--- src/rtl/adder_pkg.sv ---
// Shared types and helpers for the pipelined add/subtract unit.
// Latency: n/a (package only).
// Backpressure: n/a (package only).
//
// Contents: adder_op_e opcode enum, chunk width helper, subtract decode helper.
package adder_pkg;

   typedef enum logic [1:0] {
      ADD = 2'd0,
      SUB = 2'd1,
      ADC = 2'd2,
      SBB = 2'd3
   } adder_op_e;

   // Width of the slice each pipeline stage adds.
   function automatic int chunk_width(input int width, input int stages);
      return width / stages;
   endfunction

   // SUB and SBB add the one's complement of B.
   function automatic logic op_is_sub(input adder_op_e op);
      return (op == SUB) || (op == SBB);
   endfunction

endpackage

--- src/rtl/adder_stage.sv ---
// One CHUNK-bit slice of the pipelined adder: combinational add with carry chaining.
// Latency: 0 cycles (purely combinational).
// Backpressure: none; the enclosing pipeline decides when results are captured.
//
// Ports:
//   a_i, b_i   operand slices (b_i is already the effective, possibly inverted, B)
//   cin_i      carry into the slice
//   sum_o      slice sum
//   cout_o     carry out of the slice MSB
//   ovf_o      signed overflow if this slice holds the operand MSB
module adder_stage #(
   parameter int CHUNK = 8
) (
   input  logic [CHUNK-1:0] a_i,
   input  logic [CHUNK-1:0] b_i,
   input  logic             cin_i,
   output logic [CHUNK-1:0] sum_o,
   output logic             cout_o,
   output logic             ovf_o
);

   assign {cout_o, sum_o} = {1'b0, a_i} + {1'b0, b_i} + {{CHUNK{1'b0}}, cin_i};

   // Overflow: both operands share a sign and the sum sign differs from it.
   assign ovf_o = (a_i[CHUNK-1] == b_i[CHUNK-1]) & (sum_o[CHUNK-1] != a_i[CHUNK-1]);

endmodule

--- src/rtl/pipelined_adder.sv ---
// Pipelined WIDTH-bit add/sub/adc/sbb unit, one CHUNK-bit add per stage, with registered flags.
// Latency: STAGES cycles from the accepting edge to o_valid; throughput one beat per cycle.
// Backpressure: the whole pipe freezes while o_valid & ~o_ready; i_ready mirrors that advance signal.
//
// Ports:
//   clk, rst_n                       clock and synchronous active-low reset
//   i_valid/i_ready, i_a, i_b,       operand beat handshake and operands
//   i_op, i_cin                      opcode (adder_op_e) and carry-in for ADC/SBB
//   o_valid/o_ready, o_result,       result beat handshake and sum/difference
//   o_carry, o_overflow, o_zero,     registered flags for the result beat
//   o_negative
module pipelined_adder
   import adder_pkg::*;
#(
   parameter int WIDTH  = 32,
   parameter int STAGES = 4
) (
   input  logic             clk,
   input  logic             rst_n,
   input  logic             i_valid,
   output logic             i_ready,
   input  logic [WIDTH-1:0] i_a,
   input  logic [WIDTH-1:0] i_b,
   input  logic [1:0]       i_op,
   input  logic             i_cin,
   output logic             o_valid,
   input  logic             o_ready,
   output logic [WIDTH-1:0] o_result,
   output logic             o_carry,
   output logic             o_overflow,
   output logic             o_zero,
   output logic             o_negative
);

   localparam int CHUNK = chunk_width(WIDTH, STAGES);

   if (WIDTH % STAGES != 0) begin : g_bad_split
      $error("pipelined_adder: STAGES must divide WIDTH exactly");
   end

   adder_op_e op;
   logic      advance;
   logic      cin0;
   logic [WIDTH-1:0] b_eff;
   logic [WIDTH-1:0] final_sum;

   // Per-stage registers (index k = state captured after stage k).
   logic [STAGES-1:0]            vld_q;
   logic [STAGES-1:0][WIDTH-1:0] a_q;
   logic [STAGES-1:0][WIDTH-1:0] b_q;
   logic [STAGES-1:0][WIDTH-1:0] sum_q;
   logic [STAGES-1:0]            cy_q;
   logic                         ovf_q;
   logic                         zero_q;
   logic                         neg_q;

   // Per-stage inputs: stage 0 reads the ports, stage k reads register k-1.
   logic [STAGES-1:0]            vld_d;
   logic [STAGES-1:0][WIDTH-1:0] a_d;
   logic [STAGES-1:0][WIDTH-1:0] b_d;
   logic [STAGES-1:0][WIDTH-1:0] sum_d;
   logic [STAGES-1:0]            cy_d;

   logic [STAGES-1:0][CHUNK-1:0] ch_sum;
   logic [STAGES-1:0]            ch_cout;
   logic [STAGES-1:0]            ch_ovf;

   assign op      = adder_op_e'(i_op);
   assign o_valid = vld_q[STAGES-1];
   assign advance = ~o_valid | o_ready;
   assign i_ready = advance;

   always_comb begin
      b_eff = op_is_sub(op) ? ~i_b : i_b;
      case (op)
         ADD:     cin0 = 1'b0;
         SUB:     cin0 = 1'b1;
         default: cin0 = i_cin;
      endcase
   end

   for (genvar k = 0; k < STAGES; k++) begin : g_stage
      if (k == 0) begin : g_first
         assign vld_d[k] = i_valid;
         assign a_d[k]   = i_a;
         assign b_d[k]   = b_eff;
         assign sum_d[k] = '0;
         assign cy_d[k]  = cin0;
      end else begin : g_next
         assign vld_d[k] = vld_q[k-1];
         assign a_d[k]   = a_q[k-1];
         assign b_d[k]   = b_q[k-1];
         assign sum_d[k] = sum_q[k-1];
         assign cy_d[k]  = cy_q[k-1];
      end

      adder_stage #(.CHUNK(CHUNK)) u_stage (
         .a_i    (a_d[k][k*CHUNK +: CHUNK]),
         .b_i    (b_d[k][k*CHUNK +: CHUNK]),
         .cin_i  (cy_d[k]),
         .sum_o  (ch_sum[k]),
         .cout_o (ch_cout[k]),
         .ovf_o  (ch_ovf[k])
      );
   end

   // Full aligned sum entering the output register, for zero/negative flags.
   always_comb begin
      final_sum = sum_d[STAGES-1];
      final_sum[WIDTH-CHUNK +: CHUNK] = ch_sum[STAGES-1];
   end

   // Data registers only load behind a valid beat, so bubbles never disturb
   // the last result and a fresh reset keeps the outputs at zero.
   always_ff @(posedge clk) begin
      if (!rst_n) begin
         vld_q  <= '0;
         a_q    <= '0;
         b_q    <= '0;
         sum_q  <= '0;
         cy_q   <= '0;
         ovf_q  <= 1'b0;
         zero_q <= 1'b0;
         neg_q  <= 1'b0;
      end else if (advance) begin
         vld_q <= vld_d;
         for (int k = 0; k < STAGES; k++) begin
            if (vld_d[k]) begin
               a_q[k]   <= a_d[k];
               b_q[k]   <= b_d[k];
               sum_q[k] <= sum_d[k];
               sum_q[k][k*CHUNK +: CHUNK] <= ch_sum[k];
               cy_q[k]  <= ch_cout[k];
            end
         end
         if (vld_d[STAGES-1]) begin
            ovf_q  <= ch_ovf[STAGES-1];
            zero_q <= (final_sum == '0);
            neg_q  <= final_sum[WIDTH-1];
         end
      end
   end

   assign o_result   = sum_q[STAGES-1];
   assign o_carry    = cy_q[STAGES-1];
   assign o_overflow = ovf_q;
   assign o_zero     = zero_q;
   assign o_negative = neg_q;

endmodule

--- config.mk ---
export PLATFORM = sky130hd
export DESIGN_NAME = pipelined_adder
export DESIGN_NICKNAME = d
export VERILOG_FILES = /design/src/rtl/adder_pkg.sv /design/src/rtl/adder_stage.sv /design/src/rtl/pipelined_adder.sv
export SDC_FILE = /design/constraint.sdc
export NUM_CORES = 1
export LEC_CHECK = 0
export CAP_MARGIN = 20
export CORE_ASPECT_RATIO = 1.1
export CORE_UTILIZATION = 27
export CTS_CLUSTER_DIAMETER = 120
export CTS_CLUSTER_SIZE = 25
export DETAILED_ROUTE_END_ITERATION = 16
export GPL_TIMING_DRIVEN = 0
export SLEW_MARGIN = 20
export SYNTH_ARGS = -nofsm -noshare
export SYNTH_HDL_FRONTEND = slang
export SYNTH_SLANG_ARGS = --single-unit
--- constraint.sdc ---
create_clock -name clk -period 4.9 [get_ports clk]
set_input_delay 0.98 -clock clk [delete_from_list [all_inputs] [get_ports clk]]
set_output_delay 0.98 -clock clk [all_outputs]
set_load 0.02 [all_outputs]
==> results.md <==
* Run status: complete, no violations
* Antenna violations before repair at 0
* Largest vdd supply drop at just over 0.2 mV
* Most repeated cell in the gate-level netlist after synthesis: sky130_fd_sc_hd__nand2_1
* Number of DRC markers after the initial detailed-route iteration at 347
* Share of layout cells above drive strength 1 at 0.05660
* Pin count of the biggest net entering global routing at 17
* Fmax at 296.3 MHz
* Clock Latency Late Sink at 0.43 ns
* CTS Root Buffer Type: sky130_fd_sc_hd__clkbuf_16
* Number of cells on the worst reg-to-reg path at 7
* Most common library cells after synthesis: sky130_fd_sc_hd__nand2_1, sky130_fd_sc_hd__dfxtp_1, sky130_fd_sc_hd__a21oi_1
* Final Hold Viols at 0
* Number of buffers and inverters on the critical path at 3
* Placed cell count at between 1,000 and 1,500
* Min Tclk post-route at 3.375 ns
* Cell count of the worst hold path at 2
* Worst setup slack after layout at 1.525 ns
* Die X-Extent at 167.0 um
* Met1 Wirelength at 10.25 mm
* Final GP Congestion at 0.8138
* Worst Tran Pin Value at 0.8214 ns
* CTS H-tree depth at 4
* Full die area at 0.03064 mm^2
* Post-detailed-route via-to-cell ratio at 4.607
* Total vias in the final route at 6,851
* Count of hold buffers inserted by post-cts repair at 0
* Worst slew margin relative to its limit at 0.4524
* Synth Instances at 976
* Type of destination of the critical path: output pin
* Clock transition at path regs at 0.06 ns
* Standard-cell row count at 66
* Share of the core filled with cells in the final layout at 0.3455
* Slowest cell delay on critical path at 0.64 ns
* Die Ht at 183.5 um
* Post-Synthesis Cell Area at roughly 0.0081 mm^2
* Worst setup path class: in2out
* Length of routed met2 wiring at 9.893 mm
* Number of stages on the worst setup path at 4
* TritonCTS clock tree: built
* Final total power at 0.003294 W
* Crit path max fanout at 10
* Sequential cell area at 0.003724 mm^2
* Cell types with the largest area share after synthesis: sky130_fd_sc_hd__dfxtp_1, sky130_fd_sc_hd__nand2_1, sky130_fd_sc_hd__a21oi_1, sky130_fd_sc_hd__ha_1, sky130_fd_sc_hd__xnor2_1
* Fraction of the cycle the final worst path needs at 0.6887
* Total number of clock tree sinks at 186
* Syn nets at 1,083
* Maximum clock path buffer count at 2
* Yosys warns at 0
* Top cell type by total area after synthesis: sky130_fd_sc_hd__dfxtp_1
* Number of nets still failing antenna checks after routing at 0
* First-pass DRT Iterations at 6
* Number of buffers added by the clock tree synthesis step at 17
* Arrival @ worst endpoint at 2.39 ns
* Avg Cell Area, Syn at between 8 and 9 um^2
* Primary FF master, synth: sky130_fd_sc_hd__dfxtp_1
* WP data required at 3.92 ns
* Final standard cell count with taps included and fillers excluded at 1,487
* Sequential element share of the synthesized area at 0.4605
* Kind of launch point of the worst setup path: input pin
* Top sig layer: met4
* Number of failing setup endpoints in the final timing report at 0
* First-pass GRT wire length at about 34 mm
* Routed wire length at 21.43 mm
* Static leakage at 3.719 nW
* I/O pins at 109
* Sum Neg Setup Slack at 0 ns
* NumNets Final at 1,209
* Total gr overflow at 0
* Unique cell type count in the Yosys netlist at between 50 and 60
* Vias in the first global route at 6,522
* Detailed route wirelength on metal3 at ~950 um
* Total power per unit cell area at 323.4 mW/mm^2
* Average routed wire per standard cell at 14.41 um
* Layout area overhead at 25.98%
* Setup repair after global routing missed its margin: no
* Classification of the worst-slack hold path: reg2reg
* Number of flops mapped to enable cells by yosys at 0
* Overall Global Routing Usage at 0.1443
* HPWL reported at the end of detailed placement at 17.08 mm
* Worst-path cell with the longest stage delay: sky130_fd_sc_hd__clkdlybuf4s50_1
* Clock skew at 0.01013 ns
* Filler Cell Count at 3,096
* Category of cells accounting for the largest share of critical-path delay: buffers and inverters
* Proportion of synthesized flip-flops having asynchronous set or reset at 0
* Cells resized by post-CTS repair at 0
* Pre-CTS setup slack at 1.315 ns
* Multi-input gate area in the final layout at 0.004010 mm^2
* Fraction of post-synthesis cell area in the top cell type by area at 0.4605
* Max-capacitance violation count at 0
* Crit-path most repeated cell: sky130_fd_sc_hd__clkdlybuf4s50_1
* Number of max-slew violations in the final report at 0
* # port buffers at 107
* Synth Register Bits at 186
* Effective utilization at floorplan at 0.2743
* Area inside the core boundary at 0.02948 mm^2
* Remaining routing DRC violations at 0
* Cell-by-cell listing of the critical path: clkdlybuf4s50_1, nor2b_4, inv_2, clkdlybuf4s50_1
* Post-CTS setup buffer count at 0
* ANT cells at 0
==> final cells by class <==
class | count | share of cell area
flip-flops and latches | 186 | 0.3656
clock inverters | 9 | 0.008967
repair buffers | 107 | 0.1051
plain buffers | 67 | 0.02936
well taps | 374 | 0.04594
inverters | 14 | 0.005159
multi-input cells | 709 | 0.3937
clock buffers | 21 | 0.04619
==> power breakdown <==
| group | switching, W | total, W | leakage (nW) | internal, W |
|---|---|---|---|---|
| Sequential | 0.0000357 | 0.00161 | 1.51 | 0.00157 |
| Clock | 0.000579 | 0.00132 | 0.264 | 0.000738 |
| Combinational | 0.000206 | 0.000372 | 1.94 | 0.000165 |
==> placed cells by master (no fill, tap or decap), types with 2 or more instances in the layout <==
| master | instances |
|---|---|
| sky130_fd_sc_hd__a211o_1 | 5 |
| sky130_fd_sc_hd__a211oi_1 | 31 |
| sky130_fd_sc_hd__a21o_1 | 8 |
| sky130_fd_sc_hd__a21oi_1 | 143 |
| sky130_fd_sc_hd__a31oi_1 | 2 |
| sky130_fd_sc_hd__and2_1 | 4 |
| sky130_fd_sc_hd__and3_1 | 2 |
| sky130_fd_sc_hd__buf_2 | 19 |
| sky130_fd_sc_hd__buf_4 | 3 |
| sky130_fd_sc_hd__clkbuf_1 | 43 |
| sky130_fd_sc_hd__clkbuf_16 | 17 |
| sky130_fd_sc_hd__clkbuf_8 | 3 |
| sky130_fd_sc_hd__clkdlybuf4s50_1 | 107 |
| sky130_fd_sc_hd__clkinvlp_4 | 4 |
| sky130_fd_sc_hd__dfxtp_1 | 186 |
| sky130_fd_sc_hd__fa_1 | 8 |
| sky130_fd_sc_hd__ha_1 | 28 |
| sky130_fd_sc_hd__inv_1 | 12 |
| sky130_fd_sc_hd__inv_2 | 2 |
| sky130_fd_sc_hd__inv_6 | 2 |
| sky130_fd_sc_hd__nand2_1 | 276 |
| sky130_fd_sc_hd__nand2b_1 | 3 |
| sky130_fd_sc_hd__nand3_1 | 22 |
| sky130_fd_sc_hd__nand4_1 | 2 |
| sky130_fd_sc_hd__nor2_1 | 39 |
| sky130_fd_sc_hd__nor2b_1 | 5 |
| sky130_fd_sc_hd__nor3_1 | 12 |
| sky130_fd_sc_hd__nor3b_1 | 2 |
| sky130_fd_sc_hd__nor4_1 | 5 |
| sky130_fd_sc_hd__o211ai_1 | 9 |
| sky130_fd_sc_hd__o21a_1 | 18 |
| sky130_fd_sc_hd__o21ai_0 | 9 |
| sky130_fd_sc_hd__o31a_1 | 3 |
| sky130_fd_sc_hd__o41ai_1 | 4 |
| sky130_fd_sc_hd__or3_1 | 7 |
| sky130_fd_sc_hd__xnor2_1 | 30 |
| sky130_fd_sc_hd__xor2_1 | 14 |
==> per-stage QoR <==
stage,cell area [um^2],hold WS (ns)
after floorplan,8085,0.4321
after global placement,9624,0.4383
after detailed placement,9624,0.4460
after CTS,10190,0.4554
after global routing,10190,0.4707
final,10190,0.4519
==> metal layers <==
layer  up-vias  GRT usage
met5         -          0
met3        21    0.02906
met4         0    0.05185
li1       3574          -
met1      3108     0.1860
met2       148     0.2383
==> path summary, 6_finish.rpt <==
kind / from / to / slack (ns)
setup / recovery: o_ready / i_ready / 1.53
hold / removal: b_d[62] / b_d[94] / 0.45
setup reg to reg: a_d[120] / o_zero / 2.33
hold reg to reg: b_d[62] / b_d[94] / 0.45
==> worst register-to-register path, stage by stage, from the launching register on <==
cell and delay (ns):
sky130_fd_sc_hd__dfxtp_1 0.33, sky130_fd_sc_hd__fa_1 0.49, sky130_fd_sc_hd__fa_1 0.43, sky130_fd_sc_hd__a211o_1 0.35, sky130_fd_sc_hd__a211o_1 0.30, sky130_fd_sc_hd__a221oi_2 0.33, sky130_fd_sc_hd__nand2b_1 0.18, sky130_fd_sc_hd__o31ai_2 0.06
==> sequential cells by signal, indices dropped and copies added (netlist names) <==
| signal | flops |
|---|---|
| cy_q | 4 |
| b_d | 48 |
| sum_d | 24 |
| vld_q | 4 |
| o_zero | 1 |
| o_overflow | 1 |
| o_result | 32 |
| a_d | 48 |
| final_sum | 24 |
==> logic make-up after synthesis <==
group / Yosys count / share of synthesized area
AND/OR/NAND/NOR: 383 / 0.1956
AO/OA/AOI/OAI: 245 / 0.1882
flip-flops: 186 / 0.4605
buffers and inverters: 81 / 0.04348
XOR/XNOR: 44 / 0.04766
adder cells (fa/ha/maj): 36 / 0.06314
multiplexers: 1 / 0.001393
Power figures use the tool's default switching activity.
